`config.mk`:
```
export PLATFORM = sky130hd
export DESIGN_NAME = interrupt_ack_controller
export DESIGN_NICKNAME = d
export VERILOG_FILES = /design/src/rtl/interrupt_ack_controller.sv
export SDC_FILE = /design/constraint.sdc
export NUM_CORES = 1
export LEC_CHECK = 0
export ABC_AREA = 1
export ABC_CLOCK_PERIOD_IN_PS = 4800
export CORE_MARGIN = 8
export CORE_UTILIZATION = 52
export CTS_BUF_LIST = sky130_fd_sc_hd__clkbuf_8
export DETAILED_ROUTE_END_ITERATION = 10
export GPL_ROUTABILITY_DRIVEN = 0
export PLACE_DENSITY = 0.88
export SYNTH_ARGS = -nofsm -noshare
export SYNTH_HDL_FRONTEND = slang
export SYNTH_SLANG_ARGS = --single-unit
export TNS_END_PERCENT = 10
```
`constraint.sdc`:
```
create_clock -name CLK -period 4.8 [get_ports CLK]
set_input_delay 0.96 -clock CLK [delete_from_list [all_inputs] [get_ports CLK]]
set_output_delay 0.96 -clock CLK [all_outputs]
set_load 0.02 [all_outputs]
```
`src/rtl/interrupt_ack_controller.sv`:
```
// ---------------------------------------------------------------------------
// interrupt_ack_controller
//
// CPU-side half of an 8259-style interrupt controller. It picks the highest
// priority unmasked request that can pre-empt whatever is already in service,
// raises INT, then walks the two-pulse INTA acknowledge. On the first pulse it
// latches the level, marks it in service and pulses `chosen` so the request
// register can drop that IRR bit. On the second pulse it drives the vector
// {vec_base, level} onto the data bus. In-service levels retire on an EOI
// command or, in automatic-EOI mode, at the end of the second pulse.
//
// Ports
//   CLK          : system clock, rising edge
//   RST_N        : asynchronous active-low reset
//   IRR[7:0]     : pending requests, bit 0 = IR0 (highest priority)
//   IMR[7:0]     : mask, 1 = level masked
//   INTA_N       : CPU acknowledge, active low, synchronous to CLK
//   vec_base     : vector base T, forms data_out[7:3]
//   aeoi         : automatic EOI mode
//   eoi          : one-cycle EOI command strobe
//   eoi_specific : 1 = clear eoi_level, 0 = clear highest in-service level
//   eoi_level    : level for a specific EOI
//   INT          : registered interrupt request to the CPU
//   chosen[7:0]  : one-hot, one-cycle pulse of the acknowledged level
//   ISR[7:0]     : in-service register
//   data_out     : vector byte
//   data_oe      : data bus drive enable
// ---------------------------------------------------------------------------
module interrupt_ack_controller #(
  parameter int VEC_W = 5
) (
  input  logic             CLK,
  input  logic             RST_N,
  input  logic [7:0]       IRR,
  input  logic [7:0]       IMR,
  input  logic             INTA_N,
  input  logic [VEC_W-1:0] vec_base,
  input  logic             aeoi,
  input  logic             eoi,
  input  logic             eoi_specific,
  input  logic [2:0]       eoi_level,
  output logic             INT,
  output logic [7:0]       chosen,
  output logic [7:0]       ISR,
  output logic [7:0]       data_out,
  output logic             data_oe
);

  typedef enum logic [1:0] {IDLE, ACK1, WAIT2, ACK2} state_e;

  state_e     state_q;
  logic       inta_prev_q;
  logic       int_q;
  logic [7:0] chosen_q;
  logic [7:0] isr_q;
  logic [7:0] isr_d;
  logic [7:0] data_out_q;
  logic       data_oe_q;
  logic [2:0] lvl_q;
  logic       spur_q;

  logic [7:0] req;
  logic [2:0] topReq;
  logic [2:0] topIsr;
  logic       reqValid;
  logic       fall;
  logic       rise;
  logic [7:0] isrSet;
  logic [7:0] isrClr;

  assign req  = IRR & ~IMR;
  assign fall = inta_prev_q & ~INTA_N;
  assign rise = ~inta_prev_q & INTA_N;

  // Lowest set bit wins; scanning downward lets the last hit be the winner.
  always_comb begin
    topReq = 3'd7;
    topIsr = 3'd7;
    for (int i = 7; i >= 0; i--) begin
      if (req[i])   topReq = 3'(i);
      if (isr_q[i]) topIsr = 3'(i);
    end
  end

  // A request only interrupts if it beats every level already in service.
  assign reqValid = (req != 8'd0) && ((isr_q == 8'd0) || (topReq < topIsr));

  // Clears are applied before sets so that a level being acknowledged in the
  // same cycle as an EOI for that level stays in service.
  always_comb begin
    isrSet = 8'd0;
    isrClr = 8'd0;
    if (state_q == IDLE && fall && reqValid) isrSet[topReq] = 1'b1;
    if (eoi) begin
      if (eoi_specific)         isrClr[eoi_level] = 1'b1;
      else if (isr_q != 8'd0)   isrClr[topIsr]    = 1'b1;
    end
    if (state_q == ACK2 && rise && aeoi && !spur_q) isrClr[lvl_q] = 1'b1;
    isr_d = (isr_q & ~isrClr) | isrSet;
  end

  // Handshake FSM; every output is a register updated here.
  always_ff @(posedge CLK or negedge RST_N) begin
    if (!RST_N) begin
      state_q     <= IDLE;
      inta_prev_q <= 1'b1;
      int_q       <= 1'b0;
      chosen_q    <= 8'd0;
      isr_q       <= 8'd0;
      data_out_q  <= 8'd0;
      data_oe_q   <= 1'b0;
      lvl_q       <= 3'd0;
      spur_q      <= 1'b0;
    end else begin
      inta_prev_q <= INTA_N;
      isr_q       <= isr_d;
      chosen_q    <= 8'd0;
      case (state_q)
        IDLE: begin
          if (fall) begin
            state_q <= ACK1;
            int_q   <= 1'b0;
            if (reqValid) begin
              lvl_q    <= topReq;
              spur_q   <= 1'b0;
              chosen_q <= 8'd1 << topReq;
            end else begin
              // Spurious acknowledge: vector reports level 7, nothing serviced.
              lvl_q  <= 3'd7;
              spur_q <= 1'b1;
            end
          end else begin
            int_q <= reqValid;
          end
        end
        ACK1: begin
          int_q <= 1'b0;
          if (rise) state_q <= WAIT2;
        end
        WAIT2: begin
          int_q <= 1'b0;
          if (fall) begin
            state_q    <= ACK2;
            data_out_q <= {vec_base, lvl_q};
            data_oe_q  <= 1'b1;
          end
        end
        ACK2: begin
          int_q <= 1'b0;
          if (rise) begin
            state_q   <= IDLE;
            data_oe_q <= 1'b0;
          end
        end
        default: state_q <= IDLE;
      endcase
    end
  end

  assign INT      = int_q;
  assign chosen   = chosen_q;
  assign ISR      = isr_q;
  assign data_out = data_out_q;
  assign data_oe  = data_oe_q;

endmodule

```
==> results of run 1 <==
## power by group through the flow
stage	sequential, mW	combinational, mW	clock, mW
2_1_floorplan	0.465	0.261	0
3_3_place_gp	0.409	0.497	0
3_5_place_dp	0.414	0.512	0
4_1_cts	0.409	0.515	0.199
5_1_grt	0.423	0.565	0.210
6_report	0.411	0.511	0.197
## metal layers
layer / vias to the layer above / track usage / wire length (µm)
met1: 808 / 0.173 / 1870
met3: 12 / 0.0495 / 336
met4: 0 / 0.0824 / 98
li1: 884 / - / -
met5: - / 0 / 0
met2: 69 / 0.284 / 2350
## how the worst min path moves through the flow
stage | cells after the start | start | to | slack (ns)
global placement | 2 | data_out[0]$_DFFE_PN0P_ | data_out[0]$_DFFE_PN0P_ | 0.47
CTS | 2 | data_out[1]$_DFFE_PN0P_ | data_out[1]$_DFFE_PN0P_ | 0.49
floorplan | 2 | spur_q$_DFFE_PN0P_ | spur_q$_DFFE_PN0P_ | 0.49
global route | 1 | data_out[6]$_DFFE_PN0P_ | data_out[6]$_DFFE_PN0P_ | 0.53
finish | 2 | data_out[1]$_DFFE_PN0P_ | data_out[1]$_DFFE_PN0P_ | 0.48
detailed placement | 2 | data_out[1]$_DFFE_PN0P_ | data_out[1]$_DFFE_PN0P_ | 0.48
## cells by family (layout without fill, tap and decap cells)
kind of cell	Yosys count	in the layout	share of synthesized area
adders and majority gates	5	5	0.0334
buffers and inverters	52	114	0.105
muxes	5	5	0.0301
DFF	33	33	0.442
and+or+nand+nor	102	102	0.253
AOI/OAI and AO/OA	42	42	0.137
## metrics by stage
step,std cells,total power [mW]
after floorplan,239,0.726
after global placement,339,0.906
after detailed placement,339,0.926
after CTS,347,1.12
after global routing,347,1.20
final,347,1.12
## synth_stat cells
| cell type | instances |
|---|---|
| nand2_1 | 50 |
| nor3_2 | 3 |
| or2_0 | 1 |
| nor2_1 | 18 |
| o21bai_1 | 1 |
| dfrtp_1 | 32 |
| o211ai_1 | 3 |
| ha_1 | 5 |
| nor2_2 | 1 |
| o22ai_1 | 1 |
| a31oi_1 | 1 |
| nand3_1 | 16 |
| a21oi_2 | 1 |
| a41o_1 | 1 |
| nand2_2 | 2 |
| a211oi_1 | 1 |
| nor3_1 | 1 |
| nand2_4 | 3 |
| dfstp_2 | 1 |
| o21ai_2 | 5 |
| inv_1 | 50 |
| nand4_1 | 7 |
| mux2_2 | 5 |
| o221ai_1 | 1 |
| clkbuf_1 | 1 |
| o21ai_0 | 22 |
| buf_2 | 1 |
| a21oi_1 | 5 |
## layout make-up
| class | count | share of cell area |
|---|---|---|
| repair buffers | 56 | 0.218 |
| flip-flops and latches | 33 | 0.323 |
| well taps | 46 | 0.0225 |
| inverters | 50 | 0.0733 |
| clock inverters | 3 | 0.00537 |
| clock buffers | 5 | 0.0269 |
| multi-input cells | 154 | 0.331 |
## tightest hold or removal path, stage by stage, from the launching register on
cell and delay (ns):
dfrtp_1 0.34, nand2_1 0.05, o21ai_0 0.06
## state kept, by name, summed over array words and instances, names as in the netlist
| name | count |
|---|---|
| INT | 1 |
| lvl_q | 3 |
| chosen | 8 |
| ISR | 8 |
| data_out | 8 |
| inta_prev_q | 1 |
| state_q | 2 |
| data_oe | 1 |
| spur_q | 1 |
==> flow_metrics.py, run 1 <==
metrics = {
    "status": {
        "status": "finished, final reports clean",
    },
    "worst_setup_path": {
        "crit_start": "INTA_N",
        "worstSetupStartpointType": "input pin",
        "timing.rr.end": "ISR[6]$_DFF_PN0_",
        "r2r_start": "inta_prev_q$_DFF_PN1_",
        "path_cells": "clkdlybuf4s50_1 > nor2_2 > inv_1 > nor2_1 > inv_1 > nor3_2 > nand2_1 > o21ai_2",
        "critPathKind": "in -> reg",
        "critPathBufInv": 3,
        "critPathTopFamily": "simple AND/OR/NAND/NOR gates",
        "rrSetupSlack_ns": 2.62,
        "cp-end-kind": "register",
        "critPathCapture": "ISR[6]$_DFF_PN0_",
        "cp_max_fo": 11,
        "cp_common_cell": "inv_1",
        "crit_cells": 8,
        "critPathMaxStageDelay_ns": 0.55,
        "cp.arrival_ns": 3.01,
        "rr_worst_depth": 8,
        "crit_required_ns": 5.01,
        "slowest_stage": "nor2_1",
    },
    "floorplanning": {
        "placementRows": 21,
        "dieWidth_um": 76.0,
        "core_um2": 3390,
        "dieHeight_um": 76.0,
        "die_area_um2": 5780,
        "start_util": 0.552,
        "ios": 56,
    },
    "grt": {
        "antenna_found_initial": 0,
        "grt_pass1_wl_um": 7770,
        "first_global_vias": 1734,
        "track_usage": 0.163,
        "gr-total-overflow": 0,
        "grt_max_degree": 34,
    },
    "final_layout": {
        "multiInputGateArea_um2": 848,
        "areaGrowthSynthToFinish_pct": 36.8,
        "stdcell_area_um2": 2560,
        "fin_util": 0.756,
        "antenna_cells": 0,
        "final_common_cell": "clkdlybuf4s50_1",
        "num-fill-cells": 254,
        "finalNetCount": 335,
        "drive_above_1_share": 0.0963,
        "final_cell_mix": "clkdlybuf4s50_1 (55), inv_1 (51), nand2_1 (50)",
        "seq_area_um2": 827,
    },
    "timing": {
        "layout_setup_ws_ns": 2.01,
        "finalMaxSlewViolations": 0,
        "relSlewSlack": 0.525,
        "finalSetupTns_ns": 0,
        "fin_crit_ns": 2.79,
        "hold_viol": 0,
        "finalSetupViolCount": 0,
        "fin_skew_ns": 0.00503,
        "tightestPinTransition_ns": 0.710,
        "rsz0062_at_grt": "no",
        "whs_ns": 0.483,
        "period_share": 0.581,
        "maxClockFrequency_ghz": 0.358,
    },
    "drt": {
        "drt-total-wl_um": 4660,
        "drc_errors": 0,
        "drt_iter0_markers": 143,
        "viasPerCell": 5.11,
        "ant_nets": 0,
        "vias": 1773,
        "dr.pass1.iters": 5,
        "detail_route.wl_per_cell_um": 13.4,
    },
    "synthesis": {
        "ys_ff_latch": 33,
        "syn-cell-area_um2": 1870,
        "synth_nets": 274,
        "ys_seq_area_frac": 0.442,
        "synth.avg_cell_area_um2": 7.83,
        "netlist.area_leader.share": 0.428,
        "ys_types": 28,
        "synth_area_leader_cell": "dfrtp_1",
        "synthesis.instances": 239,
        "synthTopCellsByArea": "dfrtp_1 (43%), inv_1 (10%), nand2_1 (10%)",
        "synth_warnings": 0,
    },
    "placed_design": {
        "place_area_um2": 2480,
        "portBuffers": 55,
        "hpwl_um": 3710,
        "pre_cts_ws_ns": 1.78,
    },
    "min_path": {
        "hold_path.class": "reg -> reg",
    },
    "clock_network": {
        "clkSinkCount": 33,
        "cts_resized": 0,
        "cts-root-buf": "clkbuf_8",
        "post_cts_buffers": 0,
        "cts_tree": "built",
        "htree_levels": 2,
        "worstSkewPairLatency_ns": 0.29,
        "cts_buffer_depth": 2,
        "clkTransAtPathRegs_ns": 0.07,
        "cts_inserted_buffers": 5,
        "ctsHoldBuffers": 0,
    },
    "pwr": {
        "cellInternalPower_uw": 670,
        "swShare": 0.401,
        "vdd_ir_drop_max_uv": 254,
        "switchingPower_uw": 449,
        "power_frac_comb": 0.457,
        "power_density_nw_per_um2": 437,
        "leakagePower_nw": 1.31,
        "clkPwrFrac": 0.176,
        "pwr-share-seq": 0.367,
    },
    "job": {
        "cap_violations": 0,
    },
}
No activity file was read; power rests on OpenSTA's default activity.
==> run 2, diff against run 1 <==
--- a/config.mk
+++ b/config.mk
@@ -6,13 +6,13 @@
 export NUM_CORES = 1
 export LEC_CHECK = 0
 export ABC_AREA = 1
-export ABC_CLOCK_PERIOD_IN_PS = 4800
+export ABC_CLOCK_PERIOD_IN_PS = 2400
 export CORE_MARGIN = 8
-export CORE_UTILIZATION = 52
+export CORE_UTILIZATION = 44
 export CTS_BUF_LIST = sky130_fd_sc_hd__clkbuf_8
 export DETAILED_ROUTE_END_ITERATION = 10
 export GPL_ROUTABILITY_DRIVEN = 0
-export PLACE_DENSITY = 0.88
+export PLACE_DENSITY = 0.79
 export SYNTH_ARGS = -nofsm -noshare
 export SYNTH_HDL_FRONTEND = slang
 export SYNTH_SLANG_ARGS = --single-unit
==> constraint.sdc (replaced) <==
create_clock -name CLK -period 2.4 [get_ports CLK]
set_input_delay 0.48 -clock CLK [delete_from_list [all_inputs] [get_ports CLK]]
set_output_delay 0.48 -clock CLK [all_outputs]
set_load 0.02 [all_outputs]
==> run 2 against run 1 <==
Effect of this change: final cell count is 1.7% higher; setup slack got worse by 1.6 ns; clock skew rose by 0.0022 ns.
==> flow_metrics.py, run 2 (synthesized netlist as in run 1, its figures left out) <==
metrics = {
    "drt": {
        "drc_errors": 0,
        "dr.pass1.iters": 4,
        "vias": 1753,
        "detail_route.wl_per_cell_um": 13.1,
        "viasPerCell": 4.97,
        "drt-total-wl_um": 4610,
        "drt_iter0_markers": 145,
        "ant_nets": 0,
    },
    "timing": {
        "hold_viol": 0,
        "rsz0062_at_grt": "no",
        "finalSetupViolCount": 0,
        "finalSetupTns_ns": 0,
        "finalMaxSlewViolations": 0,
        "relSlewSlack": 0.722,
        "fin_crit_ns": 1.98,
        "fin_skew_ns": 0.00722,
        "maxClockFrequency_ghz": 0.505,
        "period_share": 0.825,
        "tightestPinTransition_ns": 0.416,
    },
    "worst_setup_path": {
        "rr_worst_depth": 10,
        "critPathMaxStageDelay_ns": 0.46,
        "r2r_start": "ISR[0]$_DFF_PN0_",
        "crit_cells": 14,
        "timing.rr.end": "ISR[3]$_DFF_PN0_",
        "critPathKind": "in -> reg",
        "crit_required_ns": 2.58,
        "cp-end-kind": "register",
        "critPathTopFamily": "simple AND/OR/NAND/NOR gates",
        "crit_start": "IMR[2]",
        "cp_max_fo": 9,
        "critPathCapture": "lvl_q[2]$_DFFE_PN0P_",
        "path_cells": "clkdlybuf4s50_1 > inv_1 > nand2_1 > nand2_1 > nor2_1 > ha_1 > inv_1 > o21bai_1 > inv_1 > nand2_2 > nand2_4 > nand2_4 > nand2_1 > o21ai_2",
        "cp.arrival_ns": 2.16,
        "slowest_stage": "clkdlybuf4s50_1",
        "rrSetupSlack_ns": 0.55,
        "worstSetupStartpointType": "input pin",
        "critPathBufInv": 4,
    },
    "status": {
        "status": "finished, final reports clean",
    },
    "final_layout": {
        "final_cell_mix": "clkdlybuf4s50_1 (55), inv_1 (51), nand2_1 (50)",
        "areaGrowthSynthToFinish_pct": 39.7,
        "final_common_cell": "clkdlybuf4s50_1",
        "multiInputGateArea_um2": 848,
        "finalNetCount": 337,
        "antenna_cells": 0,
        "seq_area_um2": 827,
        "num-fill-cells": 351,
        "final_cells": 353,
        "drive_above_1_share": 0.102,
        "stdcell_area_um2": 2620,
        "fin_util": 0.644,
    },
    "placed_design": {
        "portBuffers": 55,
        "place_area_um2": 2500,
        "place_inst": 345,
        "hpwl_um": 3600,
    },
    "pwr": {
        "finalPower_mw": 2.37,
        "vdd_ir_drop_max_uv": 420,
        "power_density_nw_per_um2": 908,
        "leakagePower_nw": 1.33,
    },
    "clock_network": {
        "cts-root-buf": "clkbuf_8",
        "ctsHoldBuffers": 0,
        "cts_inserted_buffers": 5,
        "htree_levels": 2,
        "clkSinkCount": 33,
        "clkTransAtPathRegs_ns": 0.07,
        "cts_buffer_depth": 2,
        "post_cts_buffers": 0,
        "worstSkewPairLatency_ns": 0.29,
        "cts_tree": "built",
        "cts_resized": 0,
    },
    "grt": {
        "first_global_vias": 1738,
        "gr-total-overflow": 0,
        "antenna_found_initial": 0,
        "grt_max_degree": 34,
        "track_usage": 0.146,
        "grt_pass1_wl_um": 7690,
    },
    "floorplanning": {
        "dieHeight_um": 81.2,
        "start_util": 0.461,
        "dieWidth_um": 81.2,
        "placementRows": 23,
        "core_um2": 4060,
        "ios": 56,
        "die_area_um2": 6600,
    },
    "min_path": {
        "hold_path.class": "reg -> reg",
        "holdPathStages": 2,
        "hold_start": "data_oe$_DFFE_PN0P_",
    },
    "job": {
        "cap_violations": 0,
    },
}
[run 2: cell type report]
type / count / area share
clock buffer: 6 / 0.0316
multi-input combinational: 154 / 0.324
inverter: 50 / 0.0718
sequential: 33 / 0.316
tap: 50 / 0.0239
timing repair buffer: 58 / 0.219
clock inverter: 2 / 0.0129
[run 2: worst min path at each step]
stage | slack, ns | to
after floorplan | 0.18 | INT$_DFF_PN0_
after global routing | 0.52 | data_out[6]$_DFFE_PN0P_
after detailed placement | 0.48 | data_oe$_DFFE_PN0P_
after global placement | 0.47 | data_out[0]$_DFFE_PN0P_
after CTS | 0.49 | data_oe$_DFFE_PN0P_
final | 0.48 | data_oe$_DFFE_PN0P_
[run 2: metrics by stage]
| stage | hold WS (ns) | worst slack, ns |
|---|---|---|
| floorplan | 0.184 | 0.636 |
| global placement | 0.469 | 0.210 |
| detailed placement | 0.475 | 0.138 |
| CTS | 0.493 | 0.441 |
| global route | 0.524 | 0.238 |
| finish | 0.484 | 0.420 |
[run 2: worst min-delay path, stage by stage, from the launching register on]
cell,delay (ns)
dfrtp_1,0.35
nand2_1,0.05
o21ai_0,0.05
[run 2: layer usage]
layer | part of all wire | wire [µm] | track usage
met5 | 0 | 0 | 0
met3 | 0.077 | 357 | 0.0342
met2 | 0.49 | 2280 | 0.248
met1 | 0.41 | 1910 | 0.174
met4 | 0.014 | 65 | 0.0589
[run 2: power breakdown]
part / internal (mW) / switching (mW) / total [mW] / leakage [nW]
registers: 0.707 / 0.108 / 0.815 / 0.431
logic: 0.440 / 0.582 / 1.02 / 0.837
clock network: 0.334 / 0.203 / 0.537 / 0.0626
